===== src/rtl/branch_pred_ctrl.sv =====
`default_nettype none
// ============================================================================
// Module      : branch_pred_ctrl
// Description : Fetch-side sequencer for a 2-bit saturating recommendation
//               table. Drives the table read index, returns a taken/not-taken
//               prediction, tracks in-flight branches in a FIFO, issues
//               registered table updates on in-order resolution and flushes
//               wrong-path entries on a mispredict.
//               Optional feature: define GSHARE_EN to XOR the lookup index
//               with a non-speculative global history register.
// Revision    : 1.0 - initial release
// ============================================================================
module branch_pred_ctrl #(
  parameter int HISTORY_WIDTH = 3,
  parameter int FIFO_DEPTH    = 4,
  parameter int CNT_WIDTH     = 16
) (
  input  logic                          clk,
  input  logic                          rst,
  input  logic                          br_valid,
  input  logic [HISTORY_WIDTH-1:0]      br_pc,
  output logic                          br_ready,
  output logic                          pred_taken,
  output logic [HISTORY_WIDTH-1:0]      tbl_addr,
  input  logic [1:0]                    tbl_rec,
  output logic [HISTORY_WIDTH-1:0]      tbl_wr_addr,
  output logic                          tbl_update,
  output logic                          tbl_taken,
  input  logic                          res_valid,
  input  logic                          res_taken,
  output logic                          mispredict,
  output logic [$clog2(FIFO_DEPTH):0]   inflight,
  output logic [CNT_WIDTH-1:0]          mispred_count
);

  localparam int c_PTR_W = $clog2(FIFO_DEPTH);
  localparam int c_OCC_W = c_PTR_W + 1;
  localparam logic [c_OCC_W-1:0]   c_FULL    = c_OCC_W'(FIFO_DEPTH);
  localparam logic [c_OCC_W-1:0]   c_OCC_ONE = c_OCC_W'(1);
  localparam logic [c_PTR_W-1:0]   c_PTR_ONE = c_PTR_W'(1);
  localparam logic [CNT_WIDTH-1:0] c_CNT_ONE = CNT_WIDTH'(1);

  // In-flight branch storage: table index used for the lookup and the
  // prediction that was returned for it.
  logic [HISTORY_WIDTH-1:0] r_fifo_idx  [FIFO_DEPTH];
  logic                     r_fifo_pred [FIFO_DEPTH];
  logic [c_PTR_W-1:0]       r_head;
  logic [c_PTR_W-1:0]       r_tail;
  logic [c_OCC_W-1:0]       r_inflight;

  logic [HISTORY_WIDTH-1:0] w_idx;
  logic                     w_push;
  logic                     w_pop;
  logic                     w_mis;
  logic [HISTORY_WIDTH-1:0] w_head_idx;
  logic                     w_head_pred;
  logic                     w_unused_rec_lsb;

`ifdef GSHARE_EN
  logic [HISTORY_WIDTH-1:0] r_ghr;

  // Global history advances only on resolved outcomes, never on predictions.
  always_ff @(posedge clk) begin
    if (rst) begin
      r_ghr <= '0;
    end else if (w_pop) begin
      r_ghr <= {r_ghr[HISTORY_WIDTH-2:0], res_taken};
    end
  end

  assign w_idx = br_pc ^ r_ghr;
`else
  assign w_idx = br_pc;
`endif

  // Only the direction bit of the counter matters for the prediction.
  assign w_unused_rec_lsb = tbl_rec[0];

  assign tbl_addr    = w_idx;
  assign pred_taken  = tbl_rec[1];
  assign br_ready    = (r_inflight != c_FULL);
  assign inflight    = r_inflight;

  assign w_push      = br_valid && br_ready;
  assign w_pop       = res_valid && (r_inflight != '0);
  assign w_head_idx  = r_fifo_idx[r_head];
  assign w_head_pred = r_fifo_pred[r_head];
  // A mispredict squashes every younger entry, including one pushed this cycle.
  assign w_mis       = w_pop && (w_head_pred != res_taken);

  // FIFO payload write at the tail; contents are qualified by the pointers.
  always_ff @(posedge clk) begin
    if (w_push) begin
      r_fifo_idx[r_tail]  <= w_idx;
      r_fifo_pred[r_tail] <= pred_taken;
    end
  end

  // Pointer and occupancy bookkeeping, with flush on mispredict.
  always_ff @(posedge clk) begin
    if (rst) begin
      r_head     <= '0;
      r_tail     <= '0;
      r_inflight <= '0;
    end else if (w_mis) begin
      r_head     <= '0;
      r_tail     <= '0;
      r_inflight <= '0;
    end else begin
      if (w_push) begin
        r_tail <= r_tail + c_PTR_ONE;
      end
      if (w_pop) begin
        r_head <= r_head + c_PTR_ONE;
      end
      case ({w_push, w_pop})
        2'b10:   r_inflight <= r_inflight + c_OCC_ONE;
        2'b01:   r_inflight <= r_inflight - c_OCC_ONE;
        default: r_inflight <= r_inflight;
      endcase
    end
  end

  // Registered table update issued one cycle after each accepted resolution.
  always_ff @(posedge clk) begin
    if (rst) begin
      tbl_update  <= 1'b0;
      tbl_wr_addr <= '0;
      tbl_taken   <= 1'b0;
    end else begin
      tbl_update <= w_pop;
      if (w_pop) begin
        tbl_wr_addr <= w_head_idx;
        tbl_taken   <= res_taken;
      end
    end
  end

  // Mispredict pulse and saturating statistics counter.
  always_ff @(posedge clk) begin
    if (rst) begin
      mispredict    <= 1'b0;
      mispred_count <= '0;
    end else begin
      mispredict <= w_mis;
      if (w_mis && (mispred_count != '1)) begin
        mispred_count <= mispred_count + c_CNT_ONE;
      end
    end
  end

endmodule
`default_nettype wire


===== config.mk =====
export PLATFORM = sky130hd
export DESIGN_NAME = branch_pred_ctrl
export DESIGN_NICKNAME = d
export VERILOG_FILES = /design/src/rtl/branch_pred_ctrl.sv
export SDC_FILE = /design/constraint.sdc
export NUM_CORES = 1
export LEC_CHECK = 0
export CAP_MARGIN = 20
export CORE_ASPECT_RATIO = 0.8
export CORE_UTILIZATION = 45
export CTS_BUF_LIST = sky130_fd_sc_hd__clkbuf_2 sky130_fd_sc_hd__clkbuf_4 sky130_fd_sc_hd__clkbuf_8
export CTS_CLUSTER_SIZE = 24
export DETAILED_ROUTE_END_ITERATION = 8
export PLACE_DENSITY = 0.69
export SYNTH_ARGS = -nofsm -noshare
export SYNTH_HDL_FRONTEND = slang
export SYNTH_SLANG_ARGS = --single-unit

===== constraint.sdc =====
create_clock -name clk -period 6.1 [get_ports clk]
set_clock_uncertainty 0.2 [all_clocks]
set_input_delay 1.83 -clock clk [delete_from_list [all_inputs] [get_ports clk]]
set_output_delay 1.83 -clock clk [all_outputs]
set_load 0.01 [all_outputs]

==> results.txt <==
----------------------------------------------------
[Run status]
  Result of the run ... complete, no violations

[STA]
  Highest clock rate ... 0.201 GHz
  Fin. Hold Viols ... 0
  Final Critical Period ... 4.97 ns
  Endpoints failing setup ... 0
  Setup repair after global routing missed its margin ... false
  Setup Total Neg Slack ... 0 ns
  Pin slew with the least headroom to its limit ... 0.842 ns
  Final slew viol count ... 0
  Max-slew headroom at the worst pin ... 0.437
  Final clock period utilization by the worst path ... 0.814
  Min setup slack post-route ... 1.13 ns

[Clock tree]
  # clock sinks ... 47
  Clock transition at the register clock pins on the worst setup and hold paths after CTS ... 0.08 ns
  Buffers inserted during post-CTS setup optimization ... 0
  Clock root cell ... sky130_fd_sc_hd__clkbuf_8
  CTS tree ... yes
  Clock latency reported for the late side of the worst-skew pair ... 0.29 ns
  H-tree levels ... 2
  Number of clock buffers inserted by TritonCTS ... 5
  Resized Gates After CTS ... 0
  Deepest clock path buffer count ... 2
  Number of buffers inserted by hold repair at cts ... 0

[Critical path]
  Data arrival time of the worst path ... 2.94 ns
  Number of buffer and inverter instances along the worst setup path ... 2
  Worst path most repeated cell ... sky130_fd_sc_hd__clkdlybuf4s50_1
  Crit Path Max Fanout ... 5
  Delay contributed by the slowest stage of the critical path ... 0.56 ns
  Worst EP required ... 4.07 ns
  Critical-path cell list ... clkdlybuf4s50_1, clkdlybuf4s50_1
  Critical path endpoint category ... output pin
  Top cell family by delay on the critical path ... buffers and inverters
  Reg-to-reg startpoint ... r_fifo_pred[3]
  Slowest cell on the critical path ... sky130_fd_sc_hd__clkdlybuf4s50_1
  Setup crit start ... br_pc[1]
  CP Class ... primary input to output pin
  Critical Path Start Type ... primary input

[Placement]
  Place WS ... 1.12 ns
  Final RePlAce weighted congestion ... 0.821
  Input/output buffers ... 38
  Half-perimeter wire length of the detailed placement result ... 2.61 mm

[Synthesis]
  Leading area contributor after synthesis ... sky130_fd_sc_hd__dfxtp_1
  Synthesized instance count ... 189
  Top-area cell type share of the netlist area ... 0.304
  Number of flops mapped to enable cells by yosys ... 16
  Leading register cell type out of synthesis ... sky130_fd_sc_hd__dfxtp_1
  Cell variety after synth ... 32
  Post-Syn Area per Cell ... 10.8 µm²
  Sequential share of the synthesized area ... 0.539
  Count of state elements after synthesis ... 47
  Total standard cell area after synthesis ... 0.00204 mm²
  Fraction of synthesis flops using an asynchronous set or reset pin ... 0
  Number of warnings reported in the yosys synthesis log ... 0
  Main area contributors after synthesis ... sky130_fd_sc_hd__dfxtp_1, sky130_fd_sc_hd__edfxtp_1, sky130_fd_sc_hd__xnor2_1
  Count leader, synth ... sky130_fd_sc_hd__dfxtp_1
  Total nets after synthesis ... 206
  Top post-synthesis cells by count ... sky130_fd_sc_hd__dfxtp_1, sky130_fd_sc_hd__nor2_1, sky130_fd_sc_hd__edfxtp_1

[GRT]
  Wire length of the first global-routing pass ... 6.20 mm
  Maximum number of pins on one net before global-route repair ... 25
  Combined global-route utilization of all metal layers ... 0.166
  Vias in the first global route ... 1282
  Grt ovf ... 0
  Initial antenna violation count ... 0

[Final layout]
  Synth-to-Final Area Change ... 24.5%
  Number of fillers in the final layout ... 362
  Ant diodes ... 0
  Proportion of layout cells with a drive suffix above 1 ... 0.0793
  Number of nets in the layout ... 243

[Detailed routing]
  First-iteration detailed-routing DRC count ... 84
  Detailed-route vias per instance ... 5.15
  DRC violations left ... 0
  Per-cell routed wire length ... 12.9 µm
  Total wire length after detailed routing ... 3.66 mm
  Via total after detailed routing ... 1462
  Detail Route Antenna Nets ... 0
  Iteration count of the initial detailed-routing pass ... 4

[Pwr]
  Leakage power ... 0.844 nW
  Peak supply drop ... 0.233 mV
  Power density of the placed cells ... 326 mW/mm²

[Job]
  Number of maximum-capacitance violations ... 0

[Die]
  I/O pins ... 40
  Vertical die dimension ... 62.3 µm
  Initial standard-cell utilization of the core ... 0.477
  Horizontal die dimension ... 77.4 µm
  Number of core rows ... 21
  Floorplan die area ... 0.00482 mm²
  Core area ... 0.00428 mm²

[Min path]
  Startpoint of the worst hold path ... tbl_wr_addr[1]
  Worst hold path class ... flip-flop to flip-flop

----------------------------------------------------
==> registers in the layout, indices dropped and copies added, names as in the netlist, named ones only <==
register	cells
tbl_taken	1
r_fifo_idx	12
r_head	2
mispredict	1
inflight	3
tbl_wr_addr	3
r_tail	2
tbl_update	1
mispred_count	16
r_fifo_pred	4
==> layout make-up <==
class / instances / area [µm²] / share of cell area
clock inverters: 3 / 20.0 / 0.00786
repair buffers: 40 / 395 / 0.155
multi-input cells: 125 / 863 / 0.339
clock buffers: 5 / 68.8 / 0.0270
flip-flops and latches: 47 / 1100 / 0.432
well taps: 57 / 71.3 / 0.0280
inverters: 7 / 26.3 / 0.0103
==> cells by family after synthesis <==
kind of cell	Yosys count	share of synthesized area
xor gates and xnor gates	19	0.0851
buffers and inverters	17	0.0392
muxes	5	0.0490
AOI/OAI and AO/OA	14	0.0434
DFF	47	0.539
adders and majority gates	7	0.0465
and+or+nand+nor	80	0.198
==> worst paths after layout <==
| path | slack, ns | cells past startpoint | end |
|---|---|---|---|
| worst min register to register | 0.25 | 2 | tbl_wr_addr[1] |
| worst min-delay path | 0.25 | 2 | tbl_wr_addr[1] |
| worst max-delay path | 1.13 | 2 | tbl_addr[1] |
| worst max register to register | 3.66 | 5 | mispred_count[8] |
==> layer usage <==
layer | vias up | part of all wire | GRT usage
met4 | 0 | 0.0093 | 0.0472
met2 | 35 | 0.41 | 0.232
met5 | - | 0 | 0
met3 | 6 | 0.057 | 0.0515
li1 | 743 | - | -
met1 | 678 | 0.52 | 0.244
==> layout by cell type (no fill, tap or decap), types with 6 or more instances in the layout <==
master	netlist	final
sky130_fd_sc_hd__nor2_1	24	24
sky130_fd_sc_hd__nor4_1	9	9
sky130_fd_sc_hd__and3_1	6	6
sky130_fd_sc_hd__edfxtp_1	16	16
sky130_fd_sc_hd__dfxtp_1	31	31
sky130_fd_sc_hd__nand2_1	14	14
sky130_fd_sc_hd__ha_1	6	6
sky130_fd_sc_hd__xnor2_1	15	15
sky130_fd_sc_hd__clkdlybuf4s50_1	0	38
sky130_fd_sc_hd__inv_1	6	6
sky130_fd_sc_hd__nand3_1	10	10
sky130_fd_sc_hd__a21oi_1	9	9
==> report_power, final <==
part	internal [W]	leakage, nW	switching, W	total, W
Clock	0.0000798	0.0402	0.000103	0.000183
Sequential	0.000369	0.398	0.0000344	0.000404
Combinational	0.000118	0.406	0.000124	0.000242
==> metrics by stage <==
stage / utilization / hold slack (ns) / cells / total power [W] / area (µm²)
final: 0.595 / 0.254 / 284 / 0.000829 / 2550
after global routing: 0.595 / 0.279 / 284 / 0.000883 / 2550
after CTS: 0.595 / 0.259 / 284 / 0.000836 / 2550
after detailed placement: 0.574 / 0.247 / 276 / 0.000655 / 2460
after global placement: 0.574 / 0.245 / 276 / 0.000652 / 2460
after floorplan: - / 0.269 / 189 / 0.000570 / 2040
(Power assumes the default switching activity.)
